$ cat config.mk
export PLATFORM = sky130hd
export DESIGN_NAME = sdram_access_arbiter
export DESIGN_NICKNAME = d
export VERILOG_FILES = /design/src/rtl/sdram_access_arbiter.sv
export SDC_FILE = /design/constraint.sdc
export NUM_CORES = 1
export LEC_CHECK = 0
export ABC_AREA = 1
export BUFFER_PORTS_ARGS = -buffer_cell sky130_fd_sc_hd__buf_4
export CAP_MARGIN = 20
export CORE_MARGIN = 5
export CORE_UTILIZATION = 45
export DETAILED_ROUTE_END_ITERATION = 8
export PLACE_DENSITY = 0.89
export SLEW_MARGIN = 20
export SYNTH_ARGS = -nofsm -noshare
export SYNTH_HDL_FRONTEND = slang
export SYNTH_SLANG_ARGS = --single-unit
export TNS_END_PERCENT = 1
$ cat constraint.sdc
create_clock -name clk -period 2.4 [get_ports clk]
set_input_delay 0.36 -clock clk [delete_from_list [all_inputs] [get_ports clk]]
set_output_delay 0.36 -clock clk [all_outputs]
set_load 0.1 [all_outputs]
$ cat src/rtl/sdram_access_arbiter.sv
// Shares the SDRAM command controller between LCD fetch (port 0), MSX CPU (port 1)
// and SPI loader (port 2), and injects periodic auto-refresh ahead of all ports.
module sdram_access_arbiter #(
  parameter int unsigned REFRESH_INTERVAL = 1300
) (
  input  logic        clk,
  input  logic        reset,
  input  logic [2:0]  req_valid,
  input  logic [2:0]  req_write,
  input  logic [62:0] req_address,
  input  logic [95:0] req_wdata,
  input  logic [11:0] req_wmask,
  output logic [2:0]  req_ack,
  output logic [2:0]  req_rdata_valid,
  output logic [31:0] req_rdata,
  output logic        sdram_valid,
  output logic        sdram_refresh,
  output logic        sdram_write,
  output logic [20:0] sdram_address,
  output logic [31:0] sdram_wdata,
  output logic [3:0]  sdram_wmask,
  input  logic        sdram_ready,
  input  logic        sdram_done,
  input  logic [31:0] sdram_rdata
);
  localparam int unsigned NP = 3;
  localparam int unsigned AW = 21;
  localparam int unsigned DW = 32;
  localparam int unsigned MW = 4;
  localparam int unsigned CW = (REFRESH_INTERVAL > 1) ? $clog2(REFRESH_INTERVAL) : 1;

  typedef enum logic [1:0] {ST_IDLE, ST_REQ, ST_WAIT} state_t;
  typedef enum logic [1:0] {OWN_P0, OWN_P1, OWN_P2, OWN_REF} owner_t;

  state_t        state, state_next;
  owner_t        owner, grant_owner;
  logic          grant, accept, finish;
  logic          rr_last_p2;
  logic          refresh_pending;
  logic [CW-1:0] refresh_count;
  logic          refresh_wrap;
  logic          sel_write;
  logic [AW-1:0] sel_address;
  logic [DW-1:0] sel_wdata;
  logic [MW-1:0] sel_wmask;

  assign refresh_wrap = (refresh_count == CW'(REFRESH_INTERVAL - 1));

  always_ff @(posedge clk) begin
    if (reset) state <= ST_IDLE;
    else       state <= state_next;
  end

  // Next state, grant decision and the combinational accept strobe.
  always_comb begin
    state_next  = state;
    grant       = 1'b0;
    grant_owner = OWN_P0;
    accept      = 1'b0;
    finish      = 1'b0;
    req_ack     = '0;
    unique case (state)
      ST_IDLE: begin
        grant = 1'b1;
        if (refresh_pending)                                    grant_owner = OWN_REF;
        else if (req_valid[0])                                  grant_owner = OWN_P0;
        else if (req_valid[1] && (!req_valid[2] || rr_last_p2)) grant_owner = OWN_P1;
        else if (req_valid[2])                                  grant_owner = OWN_P2;
        else                                                    grant = 1'b0;
        if (grant) state_next = ST_REQ;
      end
      ST_REQ: begin
        if (sdram_ready && !reset) begin
          accept     = 1'b1;
          state_next = ST_WAIT;
          if (owner != OWN_REF) req_ack = NP'(1) << owner;
        end
      end
      ST_WAIT: begin
        if (sdram_done) begin
          finish     = 1'b1;
          state_next = ST_IDLE;
        end
      end
      default: state_next = ST_IDLE;
    endcase
  end

  // Payload of the port being granted.
  always_comb begin
    sel_write   = 1'b0;
    sel_address = '0;
    sel_wdata   = '0;
    sel_wmask   = '0;
    case (grant_owner)
      OWN_P0: begin
        sel_write   = req_write[0];
        sel_address = req_address[0*AW +: AW];
        sel_wdata   = req_wdata[0*DW +: DW];
        sel_wmask   = req_wmask[0*MW +: MW];
      end
      OWN_P1: begin
        sel_write   = req_write[1];
        sel_address = req_address[1*AW +: AW];
        sel_wdata   = req_wdata[1*DW +: DW];
        sel_wmask   = req_wmask[1*MW +: MW];
      end
      OWN_P2: begin
        sel_write   = req_write[2];
        sel_address = req_address[2*AW +: AW];
        sel_wdata   = req_wdata[2*DW +: DW];
        sel_wmask   = req_wmask[2*MW +: MW];
      end
      default: ;
    endcase
  end

  always_ff @(posedge clk) begin
    if (reset) begin
      owner           <= OWN_P0;
      rr_last_p2      <= 1'b1;
      refresh_pending <= 1'b0;
      refresh_count   <= '0;
      req_rdata_valid <= '0;
      req_rdata       <= '0;
      sdram_valid     <= 1'b0;
      sdram_refresh   <= 1'b0;
      sdram_write     <= 1'b0;
      sdram_address   <= '0;
      sdram_wdata     <= '0;
      sdram_wmask     <= '0;
    end else begin
      req_rdata_valid <= '0;

      // Free-running interval timer; a wrap while already pending does not queue.
      if (refresh_wrap) begin
        refresh_count   <= '0;
        refresh_pending <= 1'b1;
      end else begin
        refresh_count <= refresh_count + CW'(1);
        if (accept && owner == OWN_REF) refresh_pending <= 1'b0;
      end

      if (grant) begin
        owner         <= grant_owner;
        sdram_valid   <= 1'b1;
        sdram_refresh <= (grant_owner == OWN_REF);
        sdram_write   <= sel_write;
        sdram_address <= sel_address;
        sdram_wdata   <= sel_wdata;
        sdram_wmask   <= sel_wmask;
        if (grant_owner == OWN_P1) rr_last_p2 <= 1'b0;
        if (grant_owner == OWN_P2) rr_last_p2 <= 1'b1;
      end

      if (accept) sdram_valid <= 1'b0;

      if (finish && owner != OWN_REF && !sdram_write) begin
        req_rdata       <= sdram_rdata;
        req_rdata_valid <= NP'(1) << owner;
      end
    end
  end

endmodule

==> results of run 1 <==
final cells by class:
| cell class | instances | area, um^2 | area share, % |
|---|---|---|---|
| timing repair buffer | 323 | 2487 | 30.51 |
| clock inverter | 4 | 51.30 | 0.6292 |
| clock buffer | 12 | 256.5 | 3.146 |
| inverter | 24 | 90.09 | 1.105 |
| tap | 147 | 183.9 | 2.256 |
| multi-input combinational | 618 | 2841 | 34.85 |
| sequential | 112 | 2242 | 27.50 |
flip-flops by register name, summed over array words and instances, names as in the netlist:
register	count
sdram_write	1
refresh_pending	1
sdram_wmask	4
sdram_address	21
sdram_valid	1
owner	2
req_rdata_valid	3
state	2
sdram_wdata	32
refresh_count	11
req_rdata	32
rr_last_p2	1
sdram_refresh	1
synthesized netlist by cell type:
master / n / area share, %
a21oi_1: 68 / 6.2
buf_1: 1 / 0.068
buf_2: 21 / 1.9
buf_4: 6 / 0.82
buf_6: 6 / 1.2
clkbuf_1: 29 / 2.0
clkinv_1: 1 / 0.068
dfxtp_1: 112 / 41
ha_1: 7 / 1.6
inv_1: 22 / 1.5
inv_2: 1 / 0.068
nand2_1: 278 / 19
nand2_2: 2 / 0.23
nand3_1: 68 / 6.2
nand3b_1: 2 / 0.27
nand4_1: 58 / 6.6
nor2_1: 61 / 4.2
nor2_2: 2 / 0.23
nor2_4: 1 / 0.21
nor3_1: 33 / 3.0
o21ai_0: 16 / 1.5
o21ai_1: 17 / 1.6
or2_2: 1 / 0.11
xor2_1: 4 / 0.64
routing by layer:
metal  vias to the layer above  global-route usage, %
li1                       3248                      -
met1                      3063                  30.01
met2                       263                  45.30
met3                        27                  7.343
met4                         0                  6.941
met5                         -                      0
stage by stage:
step / hold slack, ps / utilization [%] / area (um^2) / std cells / setup WS [ps]
final: 233.7 / 68.16 / 8153 / 1240 / 300.8
after global routing: 233.3 / 68.16 / 8153 / 1240 / 92.79
after CTS: 224.5 / 68.16 / 8153 / 1240 / 301.8
after detailed placement: 440.3 / 65.59 / 7845 / 1224 / 212.3
after global placement: 425.5 / 65.59 / 7845 / 1224 / 285.0
after floorplan: 417.6 / - / 5489 / 817 / 31.92
worst max-delay path: cells and delay by family (launching register included):
family | cells | cell delay, ps
AOI/OAI and AO/OA | 1 | 180
adders and majority gates | 1 | 470
buffers and inverters | 3 | 460
DFF | 1 | 310
and+or+nand+nor | 8 | 580
power breakdown:
group          leakage, nW  internal [mW]  switching [mW]
Combinational         2.84          0.611            1.51
Sequential           0.915           2.00          0.0781
Clock                0.149          0.869           0.671
Total                 3.91           3.48            2.26
placed cells by master (no fill, tap or decap):
master	Yosys	final
buf_4	6	318
nand2_1	278	277
dfxtp_1	112	112
nand3_1	68	68
a21oi_1	68	68
nor2_1	61	61
nand4_1	58	58
nor3_1	33	33
inv_1	22	21
o21ai_1	17	17
o21ai_0	16	16
clkbuf_16	0	9
buf_12	0	5
xor2_1	4	4
ha_1	7	4
nand2_2	2	3
ha_2	0	3
nor2_4	1	2
inv_2	1	2
nand3b_1	2	2
clkbuf_8	0	2
clkinv_1	1	1
or2_2	1	1
nor2_2	2	1
clkbuf_1	29	1
clkinvlp_4	0	1
bufinv_16	0	1
inv_6	0	1
clkinv_2	0	1
worst max path at each step:
| stage | startpoint | end | cells past startpoint |
|---|---|---|---|
| after floorplan | reset | req_ack[0] | 5 |
| after global placement | req_valid[2] | sdram_wdata[13] | 13 |
| after detailed placement | req_valid[2] | sdram_wdata[13] | 13 |
| after CTS | rr_last_p2 | sdram_wdata[13] | 13 |
| after global routing | rr_last_p2 | sdram_wdata[6] | 13 |
| final | rr_last_p2 | sdram_wdata[12] | 13 |
cell families (layout without fill, tap and decap cells):
family | after synthesis | after routing | share of synthesized area [%]
fa+ha+maj | 7 | 7 | 1.596
xor+xnor | 4 | 4 | 0.6382
flops | 112 | 112 | 40.85
compound gates | 101 | 101 | 9.209
buf+inv | 87 | 363 | 7.659
simple gates | 506 | 506 | 40.05
==> results.ini, run 1 <==
[status]
status=completed

[power]
total_power_mw=5.736
vdd_drop_max_uv=532.6
power_density_nw_per_um2=703.6
p_leak_nw=3.908

[placed_design]
gp_congestion=0.9017
hpwl_um=13940
portBuffers=310

[sta]
hold_viol_final=0
fin_skew_ps=6.134
setup_violations=0
rsz0062_at_grt=false
slew_viol_final=0
tns_ps=0
max_freq_mhz=476.4
fin_crit_sh_pct=87.47
final.min_clock_period_ps=2099
tightest_slew_ps=698.4
slew_headroom_pct=53.44

[logic_synthesis]
syn_inst=817
synth_nets=1037
synth_warnings=0
synth_seq_cells=112
seq_area_frac_synth_pct=40.85
synth.distinct_cells=24
syn_area_per_cell_um2=6.718
syn_area_um2=5489

[drt]
dr_wl_met3_um=1606
via_per_inst=5.323
drt-met1-wl_um=7808
ant_nets=0
wirelength_um=19650
first_iter_violations=574
drc=0
route.met2.wl_um=9911
top_layer_used=met4
num_vias=6601
routedWlPerCell_um=15.84
dr.pass1.iters=7

[critical_path]
critPathLaunchType=register
crit_chain=inv_1 -> nand2_1 -> nand2_1 -> nand3_1 -> nand2_1 -> nand2_1 -> inv_1 -> ha_2 -> buf_12 -> nand2_1 -> nand3_1 -> nand4_1 -> a21oi_1
r2r_end=sdram_wdata[12]
r2r_cells=13
path_common_cell=nand2_1
cp-end-kind=register
crit_arrival_ps=2370
crit_fanout=42
slowest_stage=ha_2
path_class=reg2reg
cp_slowest_stage_delay_ps=470
r2r-start=rr_last_p2
r2r_slack_ps=300
crit_required_ps=2670

[clock_tree]
cts_max_path_buffers=2
cts_buffers=9
clkSinkCount=112
cts-resized-gates=0
insertion_delay_ps=350
cts_setup_buffers=0
htree_levels=3
clk_pin_slew_ps=70
cts_root_buf=clkbuf_16
cts_tree=yes
postCtsHoldBufs=0

[floorplan]
die_width_um=120.4
dieArea_um2=14510
row_count=40
fp.dieH_um=120.4
core_um2=11960
num_io_pins=311
initial_core_util_pct=45.89

[hold_path]
min_to=req_rdata[16]
min_from=sdram_rdata[16]
worstHoldPathType=in2reg
whs_path_depth=3

[global_routing]
antenna_found_initial=0
grt_pass1_wl_um=30220
grt_overflow=0
grt_start_max_net_pins=65
grt_use_total_pct=25.52
first_global_vias=6068

[layout]
drive_above_1_share_pct=32.02
fin_nets=1308
syn_to_final_growth_pct=48.53
n_antenna_cell=0
fillers=1021

[run]
max-cap-violations=0

Power figures use the tool's default switching activity.
==> run 2, diff against run 1 <==
Settings changed: CORE_AREA set to 5 5 117 119, CORE_MARGIN 5 to not set, CORE_UTILIZATION 45 to not set, DIE_AREA set to 0 0 122 124, PLACE_DENSITY 0.89 to 0.88.
Clock period 2.4 ns to 2.6 ns, I/O delays scaled along.
==> run 2 against run 1 <==
Effect of this change:
- count of clock-buffer cells in the layout fell by 2
- critical endpoint is now sdram_wmask[2]
- cell count increased by 2.3%
- highest routed layer unchanged
- largest power group unchanged
- routed wire length shrank 1.7%
==> results.ini, run 2 (same netlist as run 1, synthesis figures left out) <==
[power]
power_density_nw_per_um2=641.7  ; was 703.6 nW/um^2
switching_share_pct=40.75  ; was 39.35%
p_seq_share_pct=36.6  ; was 36.2%
vdd_drop_max_uv=400.1  ; was 532.6 uV
pwr-share-clk_pct=26.3  ; was 26.9%
p_leak_nw=3.897  ; was 3.908 nW
total_power_mw=5.229  ; was 5.736 mW
p_int_mw=3.098  ; was 3.479 mW
combPwrFrac_pct=37.0  ; was 36.9%
switchingPower_mw=2.131  ; was 2.257 mW

[critical_path]
crit_chain=nor2_4 -> nand2_1 -> inv_1 -> ha_2 -> buf_4 -> nand2_1 -> nand3_1 -> nand4_1 -> a21oi_1  ; was inv_1 -> nand2_1 -> nand2_1 -> nand3_1 -> nand2_1 -> nand2_1 -> inv_1 -> ha_2 -> buf_12 -> nand2_1 -> nand3_1 -> nand4_1 -> a21oi_1
slowest_stage=buf_4  ; was ha_2
cp-end-kind=register  ; unchanged
r2r_cells=9  ; was 13
cp_slowest_stage_delay_ps=370  ; was 470 ps
r2r_end=sdram_wmask[2]  ; was sdram_wdata[12]
path_common_cell=nand2_1  ; unchanged
crit_fanout=39  ; was 42
crit_required_ps=2870  ; was 2670 ps
r2r-start=state[1]  ; was rr_last_p2
r2r_slack_ps=570  ; was 300 ps
critPathLaunchType=register  ; unchanged
path_class=reg2reg  ; unchanged
crit_arrival_ps=2300  ; was 2370 ps

[global_routing]
grt_overflow=0  ; unchanged
grt_start_max_net_pins=65  ; unchanged
first_global_vias=5813  ; was 6068
grt_pass1_wl_um=29260  ; was 30220 um
antenna_found_initial=0  ; unchanged
grt_use_total_pct=24.07  ; was 25.52%

[layout]
fillers=1111  ; was 1021
reg_top3=req_rdata x32, sdram_wdata x32, sdram_address x21  ; unchanged
n_antenna_cell=0  ; unchanged
drive_above_1_share_pct=32.30  ; was 32.02%
layout_common_cells=325 x buf_4, 277 x nand2_1, 112 x dfxtp_1  ; was 318 x buf_4, 277 x nand2_1, 112 x dfxtp_1
final_common_cell=buf_4  ; unchanged
seq_area_um2=2242  ; unchanged
multi_input_area_um2=2841  ; unchanged
syn_to_final_growth_pct=48.44  ; was 48.53%
fin_nets=1311  ; was 1308

[sta]
hold_viol_final=0  ; unchanged
setup_violations=0  ; unchanged
fin_crit_sh_pct=78.14  ; was 87.47%
slew_viol_final=0  ; unchanged
final.min_clock_period_ps=2032  ; was 2099 ps
rsz0062_at_grt=false  ; unchanged
fin_skew_ps=10.51  ; was 6.134 ps
max_freq_mhz=492.2  ; was 476.4 MHz
whs_ps=259.8  ; was 233.7 ps
tns_ps=0  ; unchanged
slew_headroom_pct=51.89  ; was 53.44%
tightest_slew_ps=720.0  ; was 698.4 ps

[floorplan]
row_count=41  ; was 40
fp.dieH_um=124  ; was 120.4 um
num_io_pins=311  ; unchanged
initial_core_util_pct=44.03  ; was 45.89%
die_width_um=122  ; was 120.4 um
core_um2=12470  ; was 11960 um^2
dieArea_um2=15130  ; was 14510 um^2

[clock_tree]
insertion_delay_ps=350  ; about the same
cts-resized-gates=0  ; unchanged
cts_buffers=9  ; unchanged
htree_levels=3  ; unchanged
cts_root_buf=clkbuf_16  ; unchanged
postCtsHoldBufs=0  ; unchanged
clk_pin_slew_ps=80  ; was 70 ps
cts_tree=yes  ; unchanged
cts_setup_buffers=0  ; unchanged
clkSinkCount=112  ; unchanged
cts_max_path_buffers=2  ; unchanged

[drt]
num_vias=6489  ; was 6601
drc=0  ; unchanged
wirelength_um=19320  ; was 19650 um
via_per_inst=5.118  ; was 5.323
ant_nets=0  ; unchanged
first_iter_violations=518  ; was 574
routedWlPerCell_um=15.23  ; was 15.84 um
dr.pass1.iters=4  ; was 7

[hold_path]
min_to=req_rdata[5]  ; was req_rdata[16]
min_from=sdram_rdata[5]  ; was sdram_rdata[16]
whs_path_depth=3  ; unchanged
worstHoldPathType=in2reg  ; unchanged

[placed_design]
hpwl_um=13880  ; was 13940 um
portBuffers=310  ; unchanged
gp_congestion=0.8819  ; was 0.9017

[run]
max-cap-violations=0  ; unchanged

[status]
status=completed  ; unchanged

==> run 2: cell count changes in the layout (fill, tap and decap cells not counted) <==
cell	change
bufinv_16	-1
clkinv_2	-1
clkinv_8	+1
buf_12	-4
inv_6	+1
clkbuf_1	-1
clkbuf_8	-1
clkinvlp_4	+1
buf_4	+7
inv_8	+1
==> run 2: power groups by stage <==
stage / sequential [mW] / clock [mW] / combinational [mW]
final: 1.92 / 1.38 / 1.94
after CTS: 1.91 / 1.42 / 1.94
after global placement: 1.95 / 0 / 1.93
after global routing: 1.93 / 1.49 / 2.05
after floorplan: 2.79 / 0 / 0.534
after detailed placement: 1.95 / 0 / 1.94
==> run 2: worst max path at each step <==
stage / startpoint / end / depth (start not counted)
finish: state[1] / sdram_wmask[2] / 9
floorplan: reset / req_ack[0] / 5
global route: state[1] / sdram_address[4] / 9
CTS: state[0] / req_ack[2] / 5
global placement: req_valid[2] / sdram_write / 12
detailed placement: req_valid[2] / sdram_wdata[4] / 12
==> run 2: layer usage <==
metal | track usage [%] | part of all wire, %
met1 | 29.29 | 40
met2 | 41.06 | 49
met3 | 8.311 | 9.6
met4 | 5.812 | 1.6
met5 | 0 | 0
==> run 2: final cells by class <==
class,count,share of cell area [%]
sequential,112,27.52
clock buffer,10,2.933
tap,172,2.641
timing repair buffer,326,30.19
clock inverter,6,0.7371
inverter,24,1.106
multi-input combinational,618,34.87
==> run 2: per-stage QoR <==
| stage | worst slack [ps] | utilization (%) | std cells | cell area [um^2] |
|---|---|---|---|---|
| finish | 568.4 | 65.36 | 1268 | 8148 |
| global route | 354.4 | 65.36 | 1268 | 8148 |
| CTS | 556.0 | 65.36 | 1268 | 8148 |
| detailed placement | 491.4 | 62.96 | 1252 | 7849 |
| global placement | 536.9 | 62.96 | 1252 | 7849 |
| floorplan | 171.9 | - | 817 | 5489 |
==> run 2: critical path: cells and delay by family, from the launching register on <==
kind,cells,cell delay (ps)
and+or+nand+nor,5,710
buffers and inverters,2,510
DFF,1,350
adders and majority gates,1,190
AOI/OAI and AO/OA,1,170
==> run 3, diff against run 2 <==
Settings changed: ABC_AREA 1 to 0, CORE_AREA 5 5 117 119 to not set, CORE_MARGIN set to 5, CORE_UTILIZATION set to 38, DIE_AREA 0 0 122 124 to not set, PLACE_DENSITY 0.88 to 0.85.
Clock period 2.6 ns to 1.8 ns, I/O delays scaled along.
==> run 3 against run 2 <==
Effect of this change:
- the flow now finishes with violations (DRC, setup timing)
- global-route usage down 0.83 points
- worst hold slack lost 76 ps
- combinational power rose by 40%
- critical path type is now reg2out
==> results.ini, run 3 <==
[status]
status=complete, but fails checks  ; was completed
violations=DRC, setup timing

[logic_synthesis]
synth_seq_cells=112  ; unchanged
synth.most_common_cell=dfxtp_1  ; was nand2_1
synth-edff-count=0  ; unchanged
synth_warnings=0  ; unchanged
synth.distinct_cells=37  ; was 24
synth_common_cells=112 x dfxtp_1, 72 x nand2_1, 58 x a222oi_1  ; was 278 x nand2_1, 112 x dfxtp_1, 68 x a21oi_1, 68 x nand3_1, 61 x nor2_1
synth_top_cell_by_area=dfxtp_1  ; unchanged
synth.area.top_cells=dfxtp_1 48%, a222oi_1 12%, o2bb2ai_1 7.1%  ; was dfxtp_1 41%, nand2_1 19%, nand4_1 6.6%
syn_area_per_cell_um2=10.06  ; was 6.718 um^2
synthFlopType=dfxtp_1  ; unchanged
ys_async_sr_fraction_pct=0  ; unchanged
synth_top_area_share_pct=48.16  ; was 40.85%
synth_nets=683  ; was 1037
syn_inst=463  ; was 817
syn_area_um2=4656  ; was 5489 um^2
seq_area_frac_synth_pct=48.16  ; was 40.85%

[floorplan]
initial_core_util_pct=38.76  ; was 44.03%
core_um2=12010  ; was 12470 um^2
fp.dieH_um=120.7  ; was 124 um
num_io_pins=311  ; unchanged
row_count=40  ; was 41
die_width_um=120.7  ; was 122 um
dieArea_um2=14570  ; was 15130 um^2

[sta]
fin_crit_sh_pct=106.3
rsz0062_at_grt=true  ; was false
whs_ps=183.7  ; was 259.8 ps
hold_viol_final=0  ; unchanged
max_freq_mhz=522.6
setup_violations=9  ; was 0
tightest_slew_ps=574.6  ; was 720.0 ps
slew_viol_final=0  ; unchanged
layout_setup_ws_ps=-113.6  ; was 568.4 ps
final.min_clock_period_ps=1914
slew_headroom_pct=61.40  ; was 51.89%
fin_skew_ps=6.588  ; was 10.51 ps
tns_ps=-526.2  ; was 0 ps

[global_routing]
first_global_vias=5274  ; was 5813
antenna_found_initial=0  ; unchanged
grt_overflow=0  ; unchanged
grt_use_total_pct=23.24  ; was 24.07%
grt_start_max_net_pins=47  ; was 65
grt_pass1_wl_um=27070  ; was 29260 um

[clock_tree]
cts_buffers=9  ; unchanged
clkSinkCount=112  ; unchanged
cts_root_buf=clkbuf_16  ; unchanged
htree_levels=3  ; unchanged
cts_tree=yes  ; unchanged
clk_pin_slew_ps=70  ; was 80 ps
cts_max_path_buffers=2  ; unchanged
cts_setup_buffers=0  ; unchanged
insertion_delay_ps=340  ; was 350 ps

[critical_path]
crit_arrival_ps=1640  ; was 2300 ps
crit_required_ps=1530  ; was 2870 ps
cp_slowest_stage_delay_ps=440  ; was 370 ps
slowest_stage=or3_4  ; was buf_4
crit_fanout=5  ; was 39
path_class=reg2out  ; was reg2reg
crit_chain=buf_4 -> or3_4 -> nor3_4 -> buf_12  ; was nor2_4 -> nand2_1 -> inv_1 -> ha_2 -> buf_4 -> nand2_1 -> nand3_1 -> nand4_1 -> a21oi_1
cp-end-kind=output pin  ; was register
critPathLaunchType=register  ; unchanged

[layout]
fillers=944  ; was 1111
reg_top3=req_rdata x32, sdram_wdata x32, sdram_address x21  ; unchanged
drive_above_1_share_pct=51.48  ; was 32.30%
n_antenna_cell=0  ; unchanged
layout_common_cells=325 x buf_4, 109 x dfxtp_1, 71 x nand2_1  ; was 325 x buf_4, 277 x nand2_1, 112 x dfxtp_1
utilization_pct=64.71  ; was 65.36%
fin_nets=990  ; was 1311
final_common_cell=buf_4  ; unchanged
syn_to_final_growth_pct=66.94  ; was 48.44%

[hold_path]
worstHoldPathType=in2reg  ; unchanged

[drt]
via_per_inst=5.606  ; was 5.118
first_iter_violations=541  ; was 518
drc=8  ; was 0
num_vias=5169  ; was 6489
routedWlPerCell_um=19.31  ; was 15.23 um
dr.pass1.iters=9  ; was 4
wirelength_um=17800  ; was 19320 um
ant_nets=0  ; unchanged

[placed_design]
hpwl_um=13560  ; was 13880 um
gp_congestion=0.8849  ; was 0.8819
portBuffers=310  ; unchanged

[power]
power_density_nw_per_um2=962.9  ; was 641.7 nW/um^2
vdd_drop_max_uv=495.9  ; was 400.1 uV
p_leak_nw=3.364  ; was 3.897 nW

[run]
max-cap-violations=0  ; unchanged

run 3: cells by family after synthesis:
group | after synthesis | synth area share (%)
buffers and inverters | 53 | 5.187
adder cells (fa/ha/maj) | 7 | 1.881
AND/OR/NAND/NOR | 121 | 11.88
flip-flops | 112 | 48.16
XOR/XNOR | 9 | 1.693
AO/OA/AOI/OAI | 161 | 31.20
run 3: where the power goes:
part	total, mW	internal (mW)	leakage, nW	switching, mW
combinational	2.72	0.869	2.30	1.85
sequential	2.81	2.67	0.916	0.140
clock	1.96	1.12	0.145	0.846
total	7.48	4.65	3.36	2.83
run 3: area by class of cell:
class                   instances  area (um^2)  share of cell area (%)
repair buffers                340         2734                   35.17
multi-input cells             298         2276                   29.28
flip-flops and latches        112         2246                   28.90
clock buffers                  11        242.7                   3.123
well taps                     147        183.9                   2.366
clock inverters                 5        56.30                  0.7244
inverters                       9        33.78                  0.4346
run 3: worst paths after layout:
check,start,endpoint,depth (start not counted),slack [ps]
setup / recovery,state[1],req_ack[0],4,-110
hold reg to reg,req_rdata[23],req_rdata[23],2,460
setup reg to reg,rr_last_p2,sdram_write,8,-90
hold / removal,sdram_rdata[21],req_rdata[21],3,180
run 3: per-layer routing:
metal	track usage, %	wire [um]	vias to the layer above
li1	-	-	2404
met1	26.11	6718	2452
met2	42.54	9290	274
met3	5.098	1279	39
met4	9.065	512	0
met5	0	0	-
run 3: timing repair:
action,CTS,global route
pin swaps,9,39
resized for setup,20,16
endpoints found under the setup margin,61,61
gates cloned,1,0
hold buffers,0,0
run 3: metrics by stage:
step / power [mW] / cells / instance area, um^2 / setup slack (ps)
after detailed placement: 5.501 / 905 / 7295 / -274.6
after global placement: 5.455 / 905 / 7295 / -242.4
after global routing: 7.753 / 922 / 7772 / -173.2
after floorplan: 4.603 / 463 / 4672 / -206.1
after CTS: 7.517 / 922 / 7689 / -108.5
final: 7.484 / 922 / 7772 / -113.6
run 3: worst max-delay path: cells and delay by family, from the launching register on:
family	cells	cell delay (ps)
DFF	1	340
buffers and inverters	2	350
and+or+nand+nor	2	620
